$ cat src/rtl/slot_control_core.sv
// slot_control_core: top-level record/play/mix sequencer over NUM_SLOTS
// fixed-size SRAM slots. Turns debounced key levels into one-cycle engine
// commands and tracks which slots hold a completed recording.
//
// state    | meaning
// ---------+------------------------------------------------------------
// IDLE     | no engine running; accepts rec/play/mix requests
// REC      | record engine writing latched slot; pause/stop/done honoured
// PLAY     | play engine reading latched slot; pause/stop/done honoured
// MIX      | mix engine reading masked slots; stop/done honoured
// STOPPING | stop issued; waiting for the done of the engine that ran
module slot_control_core #(
  parameter  int NUM_SLOTS = 4,
  parameter  int ADDR_W    = 23,
  parameter  int SLOT_LEN  = 2097152,
  localparam int SLOT_W    = $clog2(NUM_SLOTS),
  localparam int NUM_W     = $clog2(NUM_SLOTS + 1)
) (
  input  logic                          i_clk,
  input  logic                          i_rst,
  input  logic                          i_key_rec,
  input  logic                          i_key_play,
  input  logic                          i_key_stop,
  input  logic                          i_key_pause,
  input  logic                          i_mix_req,
  input  logic [SLOT_W-1:0]             i_slot_sel,
  input  logic [NUM_SLOTS-1:0]          i_mix_mask,
  input  logic                          i_rec_done,
  input  logic                          i_play_done,
  input  logic                          i_mix_done,
  output logic [2:0]                    o_mode,
  output logic                          o_rec_start,
  output logic                          o_play_start,
  output logic                          o_mix_start,
  output logic                          o_stop,
  output logic                          o_pause,
  output logic [ADDR_W-1:0]             o_sel_base,
  output logic [NUM_SLOTS*ADDR_W-1:0]   o_mix_sel,
  output logic [NUM_W-1:0]              o_mix_num,
  output logic [NUM_SLOTS-1:0]          o_slot_valid,
  output logic                          o_err
);

  localparam logic [2:0] ST_IDLE     = 3'd0;
  localparam logic [2:0] ST_REC      = 3'd1;
  localparam logic [2:0] ST_PLAY     = 3'd2;
  localparam logic [2:0] ST_MIX      = 3'd3;
  localparam logic [2:0] ST_STOPPING = 3'd4;

  localparam int K_REC   = 0;
  localparam int K_PLAY  = 1;
  localparam int K_STOP  = 2;
  localparam int K_PAUSE = 3;
  localparam int K_MIX   = 4;

  if (NUM_SLOTS < 2 || NUM_SLOTS > 8) begin : g_bad_num_slots
    $error("slot_control_core: NUM_SLOTS must be in 2..8");
  end
  if (longint'(NUM_SLOTS) * longint'(SLOT_LEN) > (longint'(1) << ADDR_W)) begin : g_bad_slot_len
    $error("slot_control_core: NUM_SLOTS*SLOT_LEN exceeds the SRAM address space");
  end

  function automatic logic [ADDR_W-1:0] base_of(input int unsigned k);
    return ADDR_W'(longint'(k) * longint'(SLOT_LEN));
  endfunction

  logic [4:0] keys;
  logic [4:0] key_q;
  logic [4:0] edge_q;
  logic       slot_ok;

  assign keys = {i_mix_req, i_key_pause, i_key_stop, i_key_play, i_key_rec};

  // A selector beyond the last slot can only occur for non-power-of-2 counts.
  if (NUM_SLOTS == (1 << SLOT_W)) begin : g_slot_full
    assign slot_ok = 1'b1;
  end else begin : g_slot_partial
    assign slot_ok = (i_slot_sel < SLOT_W'(NUM_SLOTS));
  end

  logic [2:0]                  state_q, state_d;
  logic [2:0]                  from_q, from_d;
  logic [SLOT_W-1:0]           slot_q, slot_d;
  logic                        pause_q, pause_d;
  logic                        rec_start_q, rec_start_d;
  logic                        play_start_q, play_start_d;
  logic                        mix_start_q, mix_start_d;
  logic                        stop_q, stop_d;
  logic                        err_q, err_d;
  logic [ADDR_W-1:0]           sel_base_q, sel_base_d;
  logic [NUM_SLOTS*ADDR_W-1:0] mix_sel_q, mix_sel_d, mix_sel_c;
  logic [NUM_W-1:0]            mix_num_q, mix_num_d, mix_num_c;
  logic [NUM_SLOTS-1:0]        valid_q, valid_d;
  logic                        stop_done;

  // Compact the masked slot bases into ascending entries and count them.
  always_comb begin
    mix_sel_c = '0;
    mix_num_c = '0;
    for (int k = 0; k < NUM_SLOTS; k++) begin
      if (i_mix_mask[k]) begin
        mix_sel_c[int'(mix_num_c)*ADDR_W +: ADDR_W] = base_of(32'(k));
        mix_num_c = mix_num_c + NUM_W'(1);
      end
    end
  end

  // Only the done of the engine that was stopped ends STOPPING.
  always_comb begin
    case (from_q)
      ST_REC:  stop_done = i_rec_done;
      ST_PLAY: stop_done = i_play_done;
      ST_MIX:  stop_done = i_mix_done;
      default: stop_done = 1'b1;
    endcase
  end

  // Next-state and command decode; done outranks stop, stop outranks pause.
  always_comb begin
    state_d      = state_q;
    from_d       = from_q;
    slot_d       = slot_q;
    pause_d      = pause_q;
    rec_start_d  = 1'b0;
    play_start_d = 1'b0;
    mix_start_d  = 1'b0;
    stop_d       = 1'b0;
    err_d        = 1'b0;
    sel_base_d   = sel_base_q;
    mix_sel_d    = mix_sel_q;
    mix_num_d    = mix_num_q;
    valid_d      = valid_q;
    case (state_q)
      ST_IDLE: begin
        if (edge_q[K_REC]) begin
          if (!slot_ok) begin
            err_d = 1'b1;
          end else begin
            state_d             = ST_REC;
            slot_d              = i_slot_sel;
            rec_start_d         = 1'b1;
            sel_base_d          = base_of(32'(i_slot_sel));
            valid_d[i_slot_sel] = 1'b0;
          end
        end else if (edge_q[K_PLAY]) begin
          if (!slot_ok || !valid_q[i_slot_sel]) begin
            err_d = 1'b1;
          end else begin
            state_d      = ST_PLAY;
            slot_d       = i_slot_sel;
            play_start_d = 1'b1;
            sel_base_d   = base_of(32'(i_slot_sel));
          end
        end else if (edge_q[K_MIX]) begin
          if (i_mix_mask == '0 || (i_mix_mask & ~valid_q) != '0) begin
            err_d = 1'b1;
          end else begin
            state_d     = ST_MIX;
            mix_start_d = 1'b1;
            mix_sel_d   = mix_sel_c;
            mix_num_d   = mix_num_c;
          end
        end
      end
      ST_REC, ST_PLAY: begin
        if ((state_q == ST_REC) ? i_rec_done : i_play_done) begin
          state_d = ST_IDLE;
          pause_d = 1'b0;
          if (state_q == ST_REC) valid_d[slot_q] = 1'b1;
        end else if (edge_q[K_STOP]) begin
          stop_d  = 1'b1;
          from_d  = state_q;
          state_d = ST_STOPPING;
          pause_d = 1'b0;
        end else if (edge_q[K_PAUSE]) begin
          pause_d = ~pause_q;
        end
      end
      ST_MIX: begin
        if (i_mix_done) begin
          state_d   = ST_IDLE;
          mix_sel_d = '0;
          mix_num_d = '0;
        end else if (edge_q[K_STOP]) begin
          stop_d  = 1'b1;
          from_d  = ST_MIX;
          state_d = ST_STOPPING;
        end
      end
      ST_STOPPING: begin
        if (stop_done) begin
          state_d = ST_IDLE;
          if (from_q == ST_REC) valid_d[slot_q] = 1'b1;
          if (from_q == ST_MIX) begin
            mix_sel_d = '0;
            mix_num_d = '0;
          end
        end
      end
      default: state_d = ST_IDLE;
    endcase
  end

  // Key edge pipeline plus all control registers; reset aborts immediately.
  always_ff @(posedge i_clk or posedge i_rst) begin
    if (i_rst) begin
      key_q        <= '0;
      edge_q       <= '0;
      state_q      <= ST_IDLE;
      from_q       <= ST_IDLE;
      slot_q       <= '0;
      pause_q      <= 1'b0;
      rec_start_q  <= 1'b0;
      play_start_q <= 1'b0;
      mix_start_q  <= 1'b0;
      stop_q       <= 1'b0;
      err_q        <= 1'b0;
      sel_base_q   <= '0;
      mix_sel_q    <= '0;
      mix_num_q    <= '0;
      valid_q      <= '0;
    end else begin
      key_q        <= keys;
      edge_q       <= keys & ~key_q;
      state_q      <= state_d;
      from_q       <= from_d;
      slot_q       <= slot_d;
      pause_q      <= pause_d;
      rec_start_q  <= rec_start_d;
      play_start_q <= play_start_d;
      mix_start_q  <= mix_start_d;
      stop_q       <= stop_d;
      err_q        <= err_d;
      sel_base_q   <= sel_base_d;
      mix_sel_q    <= mix_sel_d;
      mix_num_q    <= mix_num_d;
      valid_q      <= valid_d;
    end
  end

  assign o_mode       = state_q;
  assign o_rec_start  = rec_start_q;
  assign o_play_start = play_start_q;
  assign o_mix_start  = mix_start_q;
  assign o_stop       = stop_q;
  assign o_pause      = pause_q;
  assign o_sel_base   = sel_base_q;
  assign o_mix_sel    = mix_sel_q;
  assign o_mix_num    = mix_num_q;
  assign o_slot_valid = valid_q;
  assign o_err        = err_q;

endmodule

$ cat config.mk
export PLATFORM = sky130hd
export DESIGN_NAME = slot_control_core
export DESIGN_NICKNAME = d
export VERILOG_FILES = /design/src/rtl/slot_control_core.sv
export SDC_FILE = /design/constraint.sdc
export NUM_CORES = 1
export LEC_CHECK = 0
export CAP_MARGIN = 25
export CORE_ASPECT_RATIO = 1.1
export CORE_UTILIZATION = 41
export DETAILED_ROUTE_END_ITERATION = 16
export HOLD_SLACK_MARGIN = 0.08
export PLACE_DENSITY = 0.92
export SYNTH_ARGS = -nofsm -noshare
export SYNTH_HDL_FRONTEND = slang
export SYNTH_SLANG_ARGS = --single-unit
$ cat constraint.sdc
create_clock -name i_clk -period 1.7 [get_ports i_clk]
set_input_delay 0.425 -clock i_clk [delete_from_list [all_inputs] [get_ports i_clk]]
set_output_delay 0.425 -clock i_clk [all_outputs]
set_load 0.02 [all_outputs]
# After elaboration in Yosys (flattened, before gate mapping)
# Index checks and enable logic that the tools add are counted.
dict set report op_classes {
  n_shift 6
  magnitude_cmp 4
  reduce_logical 19
  n_addsub 6
  eq_ne 25
  mux 84
  mul 3
  bitwise_logic 9
}
# operator count
set ops {}
lappend ops {{92-bit 2-to-1 mux} 10}
lappend ops {{92-bit case mux with 3 select lines} 1}
lappend ops {{23-bit by 33-bit variable shift with 92-bit output (first input constant)} 3}
lappend ops {{23-bit by 33-bit indexed part select with 92-bit output (first input constant)} 3}
lappend ops {{92-bit bitwise mux} 2}
lappend ops {{8-bit negation with 33-bit output} 3}
lappend ops {{92-bit bitwise AND} 1}
lappend ops {{23-bit 2-to-1 mux} 3}
lappend ops {{3-bit 2-to-1 mux} 23}
lappend ops {{2-bit inequality test (second input constant)} 15}
lappend ops {{1-bit 2-to-1 mux} 28}
lappend ops {{3-bit by 5-bit multiplier with 8-bit output (second input constant)} 3}
lappend ops {{4-bit 2-to-1 mux} 5}
lappend ops {{3-bit by 2-bit == test with 1-bit output (second input constant)} 4}
lappend ops {{4-bit inequality test (second input constant)} 3}
lappend ops {{3-bit case mux with 4 select lines} 1}
lappend ops {{4-bit case mux with 3 select lines} 1}
lappend ops {{3-bit by 1-bit adder with 3-bit output (second input constant)} 3}
lappend ops {{3-bit case mux with 3 select lines} 1}
lappend ops {{3-bit nonzero test} 3}
lappend ops {{4-bit bitwise AND} 2}
lappend ops {{4-bit inverter} 2}
lappend ops {{8-bit AND reduction} 1}
lappend ops {{3-bit by 1-bit == test with 1-bit output (second input constant)} 2}
lappend ops {{other kinds (25)} 33}
dict set report word_totals {
  wordCells 171
  in_bits 16
  register_bits 146
  output_inout_bits 131
}

# Depth between registers and ports, before layout
dict set report logic_depth {
  ltp_word 15
  mapped_depth 10
}

# Worst setup path before layout
# Ideal clock, no wire load.
dict set report synth_path {
  path_type {input to register}
  start {in i_mix_mask[0]}
  end {reg mix_sel_q[22], in the netlist o_mix_sel[22]}
  arrival_ps 2056
  setup_time_ps 78
  required_ps 1622
  cell_stages 9
  path_slack_ps -434
  n_path_buf 0
  path_cell_list {ha_1 > nor2b_1 > a21oi_1 > inv_1 > ha_1 > nor4_1 > a41o_1 > a32oi_1 > o2bb2ai_1}
}
dict set report synth_between {
  elab_chain_cells 15
  elab_cells_between_ends 34
  cone_classes {add/sub (5); mul (3); eq/ne (1); shift (6); mux (13); bitwise (2); reduce/logical (4)}
}
# item line_no
set synth_rtl {}
lappend synth_rtl {{start, declared} 27} ;# input logic [NUM_SLOTS-1:0] i_mix_mask,
lappend synth_rtl {{1-bit 2-to-1 mux} 101} ;# if (i_mix_mask[k]) begin
lappend synth_rtl {{3-bit by 1-bit adder with 3-bit output / 3-bit by 5-bit multiplier with 8-bit output (equally long branches)} {103, 102}}
lappend synth_rtl {{3-bit 2-to-1 mux / 8-bit negation with 33-bit output (equally long branches)} {101, 102}}
lappend synth_rtl {{3-bit by 1-bit adder with 3-bit output, or another cell as far along} 103} ;# mix_num_c = mix_num_c + NUM_W'(1);
lappend synth_rtl {{3-bit 2-to-1 mux, or another cell as far along} 101}
lappend synth_rtl {{3-bit by 5-bit multiplier with 8-bit output, or another cell as far along} 102} ;# mix_sel_c[int'(mix_num_c)*ADDR_W +: ADDR_W] = base_of(32'(k));
lappend synth_rtl {{8-bit negation with 33-bit output / 92-bit bitwise mux (equally long branches)} 102}
lappend synth_rtl {{23-bit by 33-bit indexed part select with 92-bit output, or another cell as far along} 102}
lappend synth_rtl {{92-bit bitwise mux} 102}
lappend synth_rtl {{92-bit 2-to-1 mux} 101}
lappend synth_rtl {{92-bit 2-to-1 mux} 155} ;# if (i_mix_mask == '0 || (i_mix_mask & ~valid_q) != '0) begin
lappend synth_rtl {{92-bit 2-to-1 mux} 154} ;# end else if (edge_q[K_MIX]) begin
lappend synth_rtl {{92-bit 2-to-1 mux} 145} ;# end else if (edge_q[K_PLAY]) begin
lappend synth_rtl {{92-bit 2-to-1 mux} 135} ;# if (edge_q[K_REC]) begin
lappend synth_rtl {{92-bit case mux with 3 select lines} 133} ;# case (state_q)
lappend synth_rtl {{end signal, assigned} 235} ;# mix_sel_q <= mix_sel_d;
lappend synth_rtl {{end, declared} 91} ;# logic [NUM_SLOTS*ADDR_W-1:0] mix_sel_q, mix_sel_d, mix_sel_c;
# Several ways; a longest one is shown, not always the timed one. The select of a mux whose other input is x is not followed.
# A chain may end at the register's enable or synchronous reset.

# Worst setup path after layout
dict set report layout_path {
  start {in i_mix_mask[1]}
  end {reg mix_sel_q[44], in the netlist o_mix_sel[44]}
}
dict set report layout_between {
  elab_chain_cells 13
  elab_cells_between_ends 27
  cone_classes {add/sub (3); mul (2); eq/ne (1); shift (4); mux (12); bitwise (1); reduce/logical (4)}
}
# item line_no
set layout_rtl {}
lappend layout_rtl {{3-bit 2-to-1 mux} 101}
lappend layout_rtl {{3-bit by 1-bit adder with 3-bit output / 3-bit by 5-bit multiplier with 8-bit output (equally long branches)} {103, 102}}
lappend layout_rtl {{3-bit 2-to-1 mux / 8-bit negation with 33-bit output (equally long branches)} {101, 102}}
lappend layout_rtl {{3-bit by 5-bit multiplier with 8-bit output, or another cell as far along} 102}
lappend layout_rtl {{8-bit negation with 33-bit output / 92-bit bitwise mux (equally long branches)} 102}
lappend layout_rtl {{23-bit by 33-bit indexed part select with 92-bit output, or another cell as far along} 102}
lappend layout_rtl {{92-bit bitwise mux} 102}
lappend layout_rtl {{92-bit 2-to-1 mux} 101}
lappend layout_rtl {{92-bit 2-to-1 mux} 155}
lappend layout_rtl {{92-bit 2-to-1 mux} 154}
lappend layout_rtl {{92-bit 2-to-1 mux} 145}
lappend layout_rtl {{92-bit 2-to-1 mux} 135}
lappend layout_rtl {{92-bit case mux with 3 select lines} 133}
# Several ways; a longest one is shown, not always the timed one. The select of a mux whose other input is x is not followed.

==> impl_metrics.py <==
metrics = {
    "sta": {
        "hold_viol": 0,
        "layout_min_cycle_time_ns": 1.743,
        "period_share": 1.025,
        "clock.fmax_mhz": 573.6,
        "skew_ns": 0.005720,
        "setup_viol": 10,
        "rsz0062_at_grt": "yes",
        "fin_ws_ns": -0.04334,
        "slew_viol_final": 0,
    },
    "route": {
        "topRoutingLayerUsed": "met4",
        "first_pass_iters": 4,
        "drt_iter0_markers": 51,
        "wl_um": 6234,
        "avgRoutedWirePerCell_um": 13.07,
        "via_count": 2220,
        "post-route-drc-count": 0,
        "wl_met3_um": 364,
        "wl_met2_um": 3315,
        "viasPerCell": 4.654,
        "ant_nets": 0,
        "drt-met1-wl_um": 2361,
    },
    "clock_network": {
        "cts_made_buffers": 5,
        "cts_sinks": 39,
        "clock_latency_ns": 0.30,
        "cts_max_path_buffers": 2,
        "clkTransAtPathRegs_ns": 0.08,
        "cts-hold-fix-buffers": 0,
        "cts_tree": "done",
        "cts_root_buf": "clkbuf_8",
        "cts-htree-levels": 2,
    },
    "setup_path": {
        "cp.arrival_ns": 1.93,
        "worstPathRequired_ns": 1.89,
        "endpoint_kind": "register",
        "path_delay_family": "adder cells",
        "rrSetupSlack_ns": 0,
        "crit_path_max_fanout": 5,
        "crit_buf_inv": 2,
        "critPathMaxStageDelay_ns": 0.60,
        "crit_type": "in -> reg",
        "cp_cell_sequence": "buf_8, fa_2, inv_2, ha_4, xnor2_4, nor2_4, a221oi_2, o2bb2ai_1",
        "startpoint_type": "input port",
        "worst_r2r_startpoint": "o_mode[0]$_DFFE_PP0P_",
        "rr_endpoint": "o_mix_sel[21]$_DFFE_PP0P_",
        "reg2regPathDepth": 7,
        "cpMaxStageDelayCell": "fa_2",
    },
    "power_and_ir_drop": {
        "peakVddDrop_mv": 0.8823,
        "p_total_uw": 5009,
        "power.density_nw_per_um2": 1362,
        "p_leak_uw": 0.001921,
    },
    "global_routing": {
        "grt_use_total": 0.1710,
        "grt_overflow": 0,
        "antenna_found_initial": 0,
        "grt_pass1_vias": 2115,
        "grt_pass1_wl_um": 9894,
        "grt_max_degree": 40,
    },
    "finish": {
        "drive_above_1_share": 0.2759,
        "num-nets-final": 420,
        "final_common_cell": "conb_1",
        "antennaDiodeCount": 0,
        "synthToLayoutAreaGrowth_pct": 26.89,
        "final_cell_mix": "conb_1 (105), buf_4 (48), dfrtp_1 (37), dlygate4sd2_1 (19), inv_1 (13)",
        "final_cell_area_um2": 3679,
        "instances_no_fill": 477,
    },
    "flow_run": {
        "max-cap-violations": 0,
    },
    "placed_design": {
        "portBuffers": 41,
        "dp_hpwl_um": 4287,
        "dpl_worst_slack_ns": -0.9676,
        "gp_congestion": 0.9365,
        "placed_cell_area_um2": 3341,
        "dp.cells": 459,
    },
    "floorplanning": {
        "start_util": 0.4320,
        "dieArea_um2": 7411,
        "core_um2": 6710,
        "die_y_um": 90.19,
        "num_io_pins": 147,
        "num_rows": 31,
        "die_w_um": 82.18,
    },
    "synthesis": {
        "yosysSeqAreaShare": 0.3366,
        "synthFlopType": "dfrtp_1",
        "yosys_warnings": 0,
        "netlist_area_um2": 2899,
        "synth_edf_count": 0,
        "avgSynthCellArea_um2": 9.631,
        "synth_cells": 301,
        "synth_seq_cells": 39,
        "async_flop_share": 1.000,
        "synth.distinct_cells": 57,
    },
    "status": {
        "violations": "negative setup slack",
        "status": "finished, violations left",
    },
    "worst_hold_path": {
        "holdPathEnd": "edge_q[4]$_DFF_PP0_",
        "hold_path.class": "reg -> reg",
        "holdPathStages": 1,
        "hold_start": "key_q[4]$_DFF_PP0_",
    },
}
-- worst register-to-register path: cells and delay by family, from the launching register on --
kind,cells,cell delay (ns)
buf+inv,2,0.33
flops,1,0.47
compound gates,3,0.60
simple gates,2,0.23
-- routing by layer --
metal,track usage,up-vias
met5,0,-
met4,0.08041,0
met3,0.02538,19
met2,0.2955,132
met1,0.2012,1071
li1,-,998
-- per-stage QoR --
step           setup TNS, ns  hold WS [ns]  utilization
5_1_grt               -1.010        0.4115       0.5482
4_1_cts              -0.3574        0.4017       0.5329
3_3_place_gp          -14.06        0.3822       0.4979
3_5_place_dp          -15.64        0.3899       0.4979
6_report             -0.2009        0.3993       0.5482
2_1_floorplan        -0.9893        0.3777            -
-- repair_timing --
item | in CTS | in global routing
gates cloned | 1 | 0
endpoints found under the setup margin | 33 | 27
pin swaps | 13 | 11
buffers inserted | 5 | 4
resized for setup | 62 | 22
-- how the worst max path moves through the flow --
stage / start / end / slack [ns] / cells after the start
6_report: i_mix_mask[1] / o_mix_sel[44]$_DFFE_PP0P_ / -0.04 / 8
5_1_grt: i_mix_mask[1] / o_mix_sel[22]$_DFFE_PP0P_ / -0.11 / 8
4_1_cts: i_mix_mask[0] / o_mix_sel[22]$_DFFE_PP0P_ / -0.17 / 8
3_5_place_dp: i_mix_mask[1] / o_mix_sel[22]$_DFFE_PP0P_ / -0.97 / 10
3_3_place_gp: i_mix_mask[1] / o_mix_sel[22]$_DFFE_PP0P_ / -0.81 / 10
2_1_floorplan: i_mix_mask[2] / o_mix_sel[22]$_DFFE_PP0P_ / -0.27 / 6
-- cells in the mapped netlist, types with 2 or more instances --
| library cell | instances | share of area |
|---|---|---|
| nor4_1 | 2 | 0.0043 |
| inv_1 | 15 | 0.019 |
| nor3_1 | 3 | 0.0052 |
| nand3b_1 | 2 | 0.0052 |
| o21ai_0 | 8 | 0.014 |
| o2bb2ai_1 | 10 | 0.030 |
| nor2b_1 | 9 | 0.019 |
| dfrtp_1 | 39 | 0.34 |
| mux2_2 | 4 | 0.016 |
| and3_1 | 2 | 0.0043 |
| buf_4 | 107 | 0.28 |
| and2_1 | 2 | 0.0043 |
| a31oi_1 | 3 | 0.0065 |
| a21boi_0 | 2 | 0.0052 |
| nor2_1 | 10 | 0.013 |
| buf_6 | 3 | 0.012 |
| a21oi_1 | 9 | 0.016 |
| ha_1 | 9 | 0.039 |
| nor3b_1 | 3 | 0.0078 |
| buf_2 | 3 | 0.0052 |
| nand2b_1 | 2 | 0.0043 |
| xnor2_1 | 3 | 0.0091 |
| nand2_1 | 14 | 0.018 |
| o41ai_1 | 2 | 0.0060 |
| nand3_1 | 3 | 0.0052 |
-- sequential cells by signal, summed over array words and instances, names as in the netlist --
signal and flops:
o_mix_sel 8, edge_q 5, key_q 5, o_slot_valid 4, from_q 3, o_mix_num 3
o_mode 3, o_sel_base 2, o_err 1, o_mix_start 1, o_pause 1, o_play_start 1
o_rec_start 1, o_stop 1
-- cell type report --
cell class	instances	area, µm²
clock buffer	5	68.82
clock inverter	3	25.02
fill	541	3032
multi-input combinational	238	1584
inverter	15	56.30
tap	82	102.6
timing repair buffer	95	863.3
sequential	39	978.4
-- power by group --
| part | switching, µW | leakage, µW | total (µW) | internal, µW |
|---|---|---|---|---|
| Sequential | 262 | 0.000499 | 1460 | 1190 |
| Combinational | 1560 | 0.00138 | 2890 | 1340 |
| Clock | 365 | 0.0000443 | 659 | 293 |
| Total | 2180 | 0.00192 | 5010 | 2820 |
-- kinds of logic after synthesis --
group / Yosys count / synth area share
buffers and inverters: 128 / 0.3133
and+or+nand+nor: 61 / 0.1208
AOI/OAI and AO/OA: 53 / 0.1467
DFF: 39 / 0.3366
adders and majority gates: 10 / 0.04575
muxes: 5 / 0.02330
xor gates and xnor gates: 4 / 0.01209
other: 1 / 0.001294
No activity file was read; power rests on OpenSTA's default activity.
==> RTL edit 1 (same flow settings) <==
The parameter `NUM_SLOTS` goes from 4 to 2.
--- a/src/rtl/slot_control_core.sv
+++ b/src/rtl/slot_control_core.sv
@@ -11,5 +11,5 @@
 // STOPPING | stop issued; waiting for the done of the engine that ran
 module slot_control_core #(
-  parameter  int NUM_SLOTS = 4,
+  parameter  int NUM_SLOTS = 2,
   parameter  int ADDR_W    = 23,
   parameter  int SLOT_LEN  = 2097152,
Ports: changed (5 resized); port bits go from 147 to 95. The function was not compared with the original's and may differ.
==> RTL edit 1 against the original RTL <==
Cell count shrank 39%; clock power shrank 38%; design area shrank 43%; area after synthesis shrank 35%; setup slack gained 0.10 ns; register-to-register slack gained 0.07 ns; power shrank 49%; largest power group unchanged; sequential power shrank 37%; sequential cell count shrank 11; routed wire length shrank 48%.
==> RTL edit 1: results (changes against the original RTL) <==
Route
  – Top Layer Used: met4 (unchanged)
  – DR pass1 iterations: 6 (was 4)
  – Routed via count: 1264 (was 2220)
  – M1 wire length: 1280 um (was 2360 um)
  – DRT iter0 DRCs: 32 (was 51)
  – Detail Route met2 WL: 1730 um (was 3320 um)
  – Metal3 WL: 164 um (was 364 um)
  – WL/cell: 11.1 um (was 13.1 um)

Global routing
  – Largest net degree at the start of global routing: 29 (was 40)
  – Total GRT Usage: 14.2% (was 17.1%)
  – Vias in the first global route: 1186 (was 2115)
  – First-pass GRT wire length: 5290 um (was 9890 um)

Placed design
  – Dpl hpwl: 2440 um (was 4290 um)
  – Placement Setup Slack: -0.311 ns (was -0.968 ns)
  – IO Port Bufs: 28 (was 41)
  – GP Congestion: 0.833 (was 0.937)

Finish
  – Layout cell share with drive strength beyond 1: 11.0% (was 27.6%)
  – Fill cells: 395 (was 541)
  – Nets@finish: 253 (was 420)

Clock network
  – Clock-pin slew on the worst setup and hold paths: 0.09 ns
  – Htree depth: 1 (was 2)
  – Clock Latency Late Sink: 0.27 ns (was 0.30 ns)
  – Post-CTS Setup Inserts: 0 (was 5)
  – Cts bufs inserted: 3 (was 5)

Worst setup path
  – Critical R2R Launch: o_mode[1] (was o_mode[0])
  – Reg2reg path depth: 4 (was 7)
  – CP arrival: 1.80 ns (was 1.93 ns)
  – R2r setup slk: 0.07 ns (was 0 ns)
  – Worst Path Max Fanout: 4 (was 5)
  – Reg-to-reg endpoint: o_mix_num[0] (was o_mix_sel[21])

Synth
  – Synth Area in XOR/XNOR: 0.928% (was 1.21%)
  – Post-synth cell types: 41 (was 57)
  – Post-Synth Adder-Cell Area: 1.99% (was 4.57%)
  – Complex-gate fraction of the synthesized area: 9.61% (was 14.7%)
  – Post-synthesis sequential area ratio: 37.1% (was 33.7%)
  – Synth top cells by count: buf_4, dfrtp_1, inv_1 (unchanged)
  – Ranking of synthesized cells by area: dfrtp_1, buf_4, mux2i_1 (was dfrtp_1, buf_4, ha_1)

Pwr
  – Pleak: 0.00113 uW (was 0.00192 uW)
  – VDD IR max: 0.525 mV (was 0.882 mV)
  – Int Pwr: 1500 uW (was 2820 uW)

STA
  – Min Hold Slack: 0.396 ns (was 0.399 ns)
  – Skew final: 0.00254 ns (was 0.00572 ns)

Status
  – Status: completed (was complete, but fails checks)

Worst hold path
  – Hold path startpoint: key_q[0] (was key_q[4])
==> RTL edit 1: power groups by stage <==
stage	registers [uW]	clock network, uW	logic (uW)
final	923	410	1200
after global routing	944	447	1300
after CTS	920	422	1190
after detailed placement	935	0	1230
after global placement	925	0	1200
after floorplan	1010	0	848
==> RTL edit 1: per-stage QoR <==
step                      power (uW)  cell area [um^2]  cells
final                           2530              2100    290
after global routing            2690              2100    290
after CTS                       2530              2070    290
after detailed placement        2170              2030    286
after global placement          2120              2030    286
after floorplan                 1860              2130    265
==> RTL edit 1: worst max-delay path by stage <==
stage | cells after the start | from | to | slack, ns
after global routing | 1 | o_rec_start | o_rec_start | 0.01
after CTS | 6 | i_mix_mask[0] | o_mix_num[0] | 0.003
after floorplan | 5 | o_mode[1] | o_mix_num[0] | 0.07
after detailed placement | 6 | i_mix_mask[0] | o_mix_num[0] | -0.31
after global placement | 6 | i_mix_mask[0] | o_mix_num[0] | -0.24
final | 6 | i_mix_mask[1] | o_mix_num[0] | 0.06
==> RTL edit 1: per-layer routing <==
layer	global-route usage, %	vias up
li1	-	595
met5	0	-
met1	17.0	593
met2	25.1	72
met3	1.88	4
met4	5.91	0
==> RTL edit 1: final cells by class <==
type                    count  area share [%]
inverters                  13            2.32
multi-input cells         151            41.1
clock buffers               4            2.62
repair buffers             40            17.3
well taps                  54            3.21
flip-flops and latches     28            33.4
==> RTL edit 1: worst max-delay path, stage by stage <==
cell             delay [ns]
clkdlybuf4s50_1        0.48
inv_1                  0.05
ha_2                   0.20
nor4_4                 0.37
o21ai_2                0.14
mux2i_1                0.14
==> RTL edit 1: timing repair <==
action,in CTS,in global routing
hold buffers,0,0
pin swaps,1,3
endpoints found under the setup margin,13,8
cloned,0,0
resized for setup,10,8
hold endpoints to repair,0,0
==> RTL edit 2 (same flow settings) <==
Made on the original files. Make the reset (`i_rst`) synchronous in one clocked block.
--- a/src/rtl/slot_control_core.sv
+++ b/src/rtl/slot_control_core.sv
@@ -203,5 +203,5 @@
 
   // Key edge pipeline plus all control registers; reset aborts immediately.
-  always_ff @(posedge i_clk or posedge i_rst) begin
+  always_ff @(posedge i_clk) begin
     if (i_rst) begin
       key_q        <= '0;
Function: differs if i_rst is asserted again (counterexample within 4 cycles, from zero or initial values and one cycle with i_rst high); with i_rst held inactive, the same outputs for 4 cycles.
==> RTL edit 2 against the original RTL <==
The flow finishes with violations (design-rule violations, negative setup slack); highest routed layer unchanged; setup slack got worse by 0.063 ns; area after synthesis is 4.3% lower; die area is 4.2% lower; sequential cell count unchanged; routed wire length decreased by 1.2%; design area decreased by 5.2%; sequential share of layout area fell by 4.1 points; cell count increased by 1.9%; register-to-register slack about the same; first-iteration DRC count is 73% higher.
Power is not compared: it rests on default switching activity, and its combinational part moved more than twofold at a synthesized area within 25%.
==> RTL edit 2: results (changes against the original RTL) <==
Worst setup path
  – Launch point of the worst path: i_mix_mask[2] (was i_mix_mask[1])
  – Critical R2R Launch: o_mode[2] (was o_mode[0])
  – Worst Path Max Fanout: 3 (was 5)
  – Reg-to-reg endpoint: o_slot_valid[0] (was o_mix_sel[21])
  – CP arrival: 2.04 ns (was 1.93 ns)
  – Reg2reg path depth: 4 (was 7)
  – Worst setup path endpoint: o_mix_sel[22] (was o_mix_sel[44])

STA
  – Skew final: 0.0103 ns (was 0.00572 ns)
  – Setup violators final: 6 (was 10)
  – Min Hold Slack: 0.383 ns (was 0.399 ns)
  – Total Negative Setup Slacks: -0.341 ns (was -0.201 ns)
  – Setup ws final: -0.106 ns (was -0.0433 ns)

Route
  – Routed via count: 2199 (was 2220)
  – DRC viols: 2 (was 0)
  – DRT iter0 DRCs: 88 (was 51)
  – WL/cell: 12.7 um (was 13.1 um)
  – DR pass1 iterations: 10 (was 4)

Synth
  – Post-synthesis sequential area ratio: 28.1% (was 33.7%)
  – Ys async rst share: 0% (was 100%)
  – Ys flop type: dfxtp_1 (was dfrtp_1)
  – Syn Area/Cell: 8.54 um^2 (was 9.63 um^2)
  – Post-synth cell types: 50 (was 57)
  – Ranking of synthesized cells by area: buf_4, dfxtp_1, mux2i_1 (was dfrtp_1, buf_4, ha_1)
  – Synth top cells by count: buf_4, dfxtp_1, nand2_1 (was buf_4, dfrtp_1, inv_1)

Status
  – Status: complete, but fails checks (unchanged)
  – Failing checks: design-rule violations, negative setup slack (was negative setup slack)

Worst hold path
  – Hold path startpoint: key_q[4] (unchanged)
  – Hold EP: edge_q[4] (unchanged)
  – Hold path cells: 1 (unchanged)

Finish
  – Layout cell share with drive strength beyond 1: 21.8% (was 27.6%)
  – Non-Filler Instances: 486 (was 477)
  – Fill cells: 591 (was 541)
  – Nets@finish: 429 (was 420)

Global routing
  – Largest net degree at the start of global routing: 19 (was 40)
  – First-pass GRT wire length: 9020 um (was 9890 um)
  – Vias in the first global route: 1992 (was 2115)
  – Total GRT Usage: 17.0% (was 17.1%)

Placed design
  – Dpl hpwl: 4110 um (was 4290 um)
  – GP Congestion: 0.924 (was 0.937)
  – Post-placement cell count: 469 (was 459)

Clock network
  – Root Driver: clkbuf_8 (unchanged)
  – Post-CTS Resized: 43 (was 62)
RTL edit 2: cell count changes in the layout (fill, tap and decap cells not counted), sizes merged, moves of 5 or more:
cell and delta:
dfrtp -39, clkdlybuf4s50 +7, dfxtp +39, dlygate4sd2 -7, mux2i +17, buf -13
o2bb2ai -11, a21oi -5, nand2 +19
RTL edit 2: worst max-delay path, stage by stage:
cell and delay, ns:
buf_8 0.10, fa_2 0.60, inv_2 0.07, ha_4 0.18
xor2_4 0.16, nor4b_4 0.27, o21ai_1 0.11, mux2i_1 0.12
RTL edit 2: power by group:
| group | switching, uW | leakage [uW] | internal, uW |
|---|---|---|---|
| registers | 26.9 | 0.000319 | 944 |
| logic | 458 | 0.00143 | 272 |
| clock network | 351 | 0.0000402 | 285 |
RTL edit 2: metrics by stage:
stage | cell area [um^2] | worst slack [ns]
floorplan | 3190 | -0.268
global placement | 3140 | -0.798
detailed placement | 3140 | -0.936
CTS | 3350 | -0.115
global route | 3490 | -0.183
finish | 3490 | -0.106
RTL edit 2: logic make-up after synthesis:
| logic type | synth area share [%] |
|---|---|
| compound gates | 8.75 |
| other cells | 0.135 |
| simple gates | 17.0 |
| buf+inv | 32.1 |
| fa+ha+maj | 4.78 |
| flops | 28.1 |
| xor+xnor | 1.26 |
| mux | 7.89 |
RTL edit 2: final cells by class:
cell class / instances / share of cell area (%)
clock buffers: 5 / 1.97
clock inverters: 3 / 0.574
inverters: 12 / 1.29
multi-input cells: 263 / 47.5
flip-flops and latches: 39 / 22.5
well taps: 82 / 2.94
repair buffers: 82 / 23.2
RTL edit 2: routing by layer:
metal	part of all wire [%]	global-route usage [%]	vias to the layer above
met5	0	0	-
met4	3.3	8.60	0
met3	6.2	5.05	19
met2	55	32.0	126
met1	35	16.7	1020
li1	-	-	1034
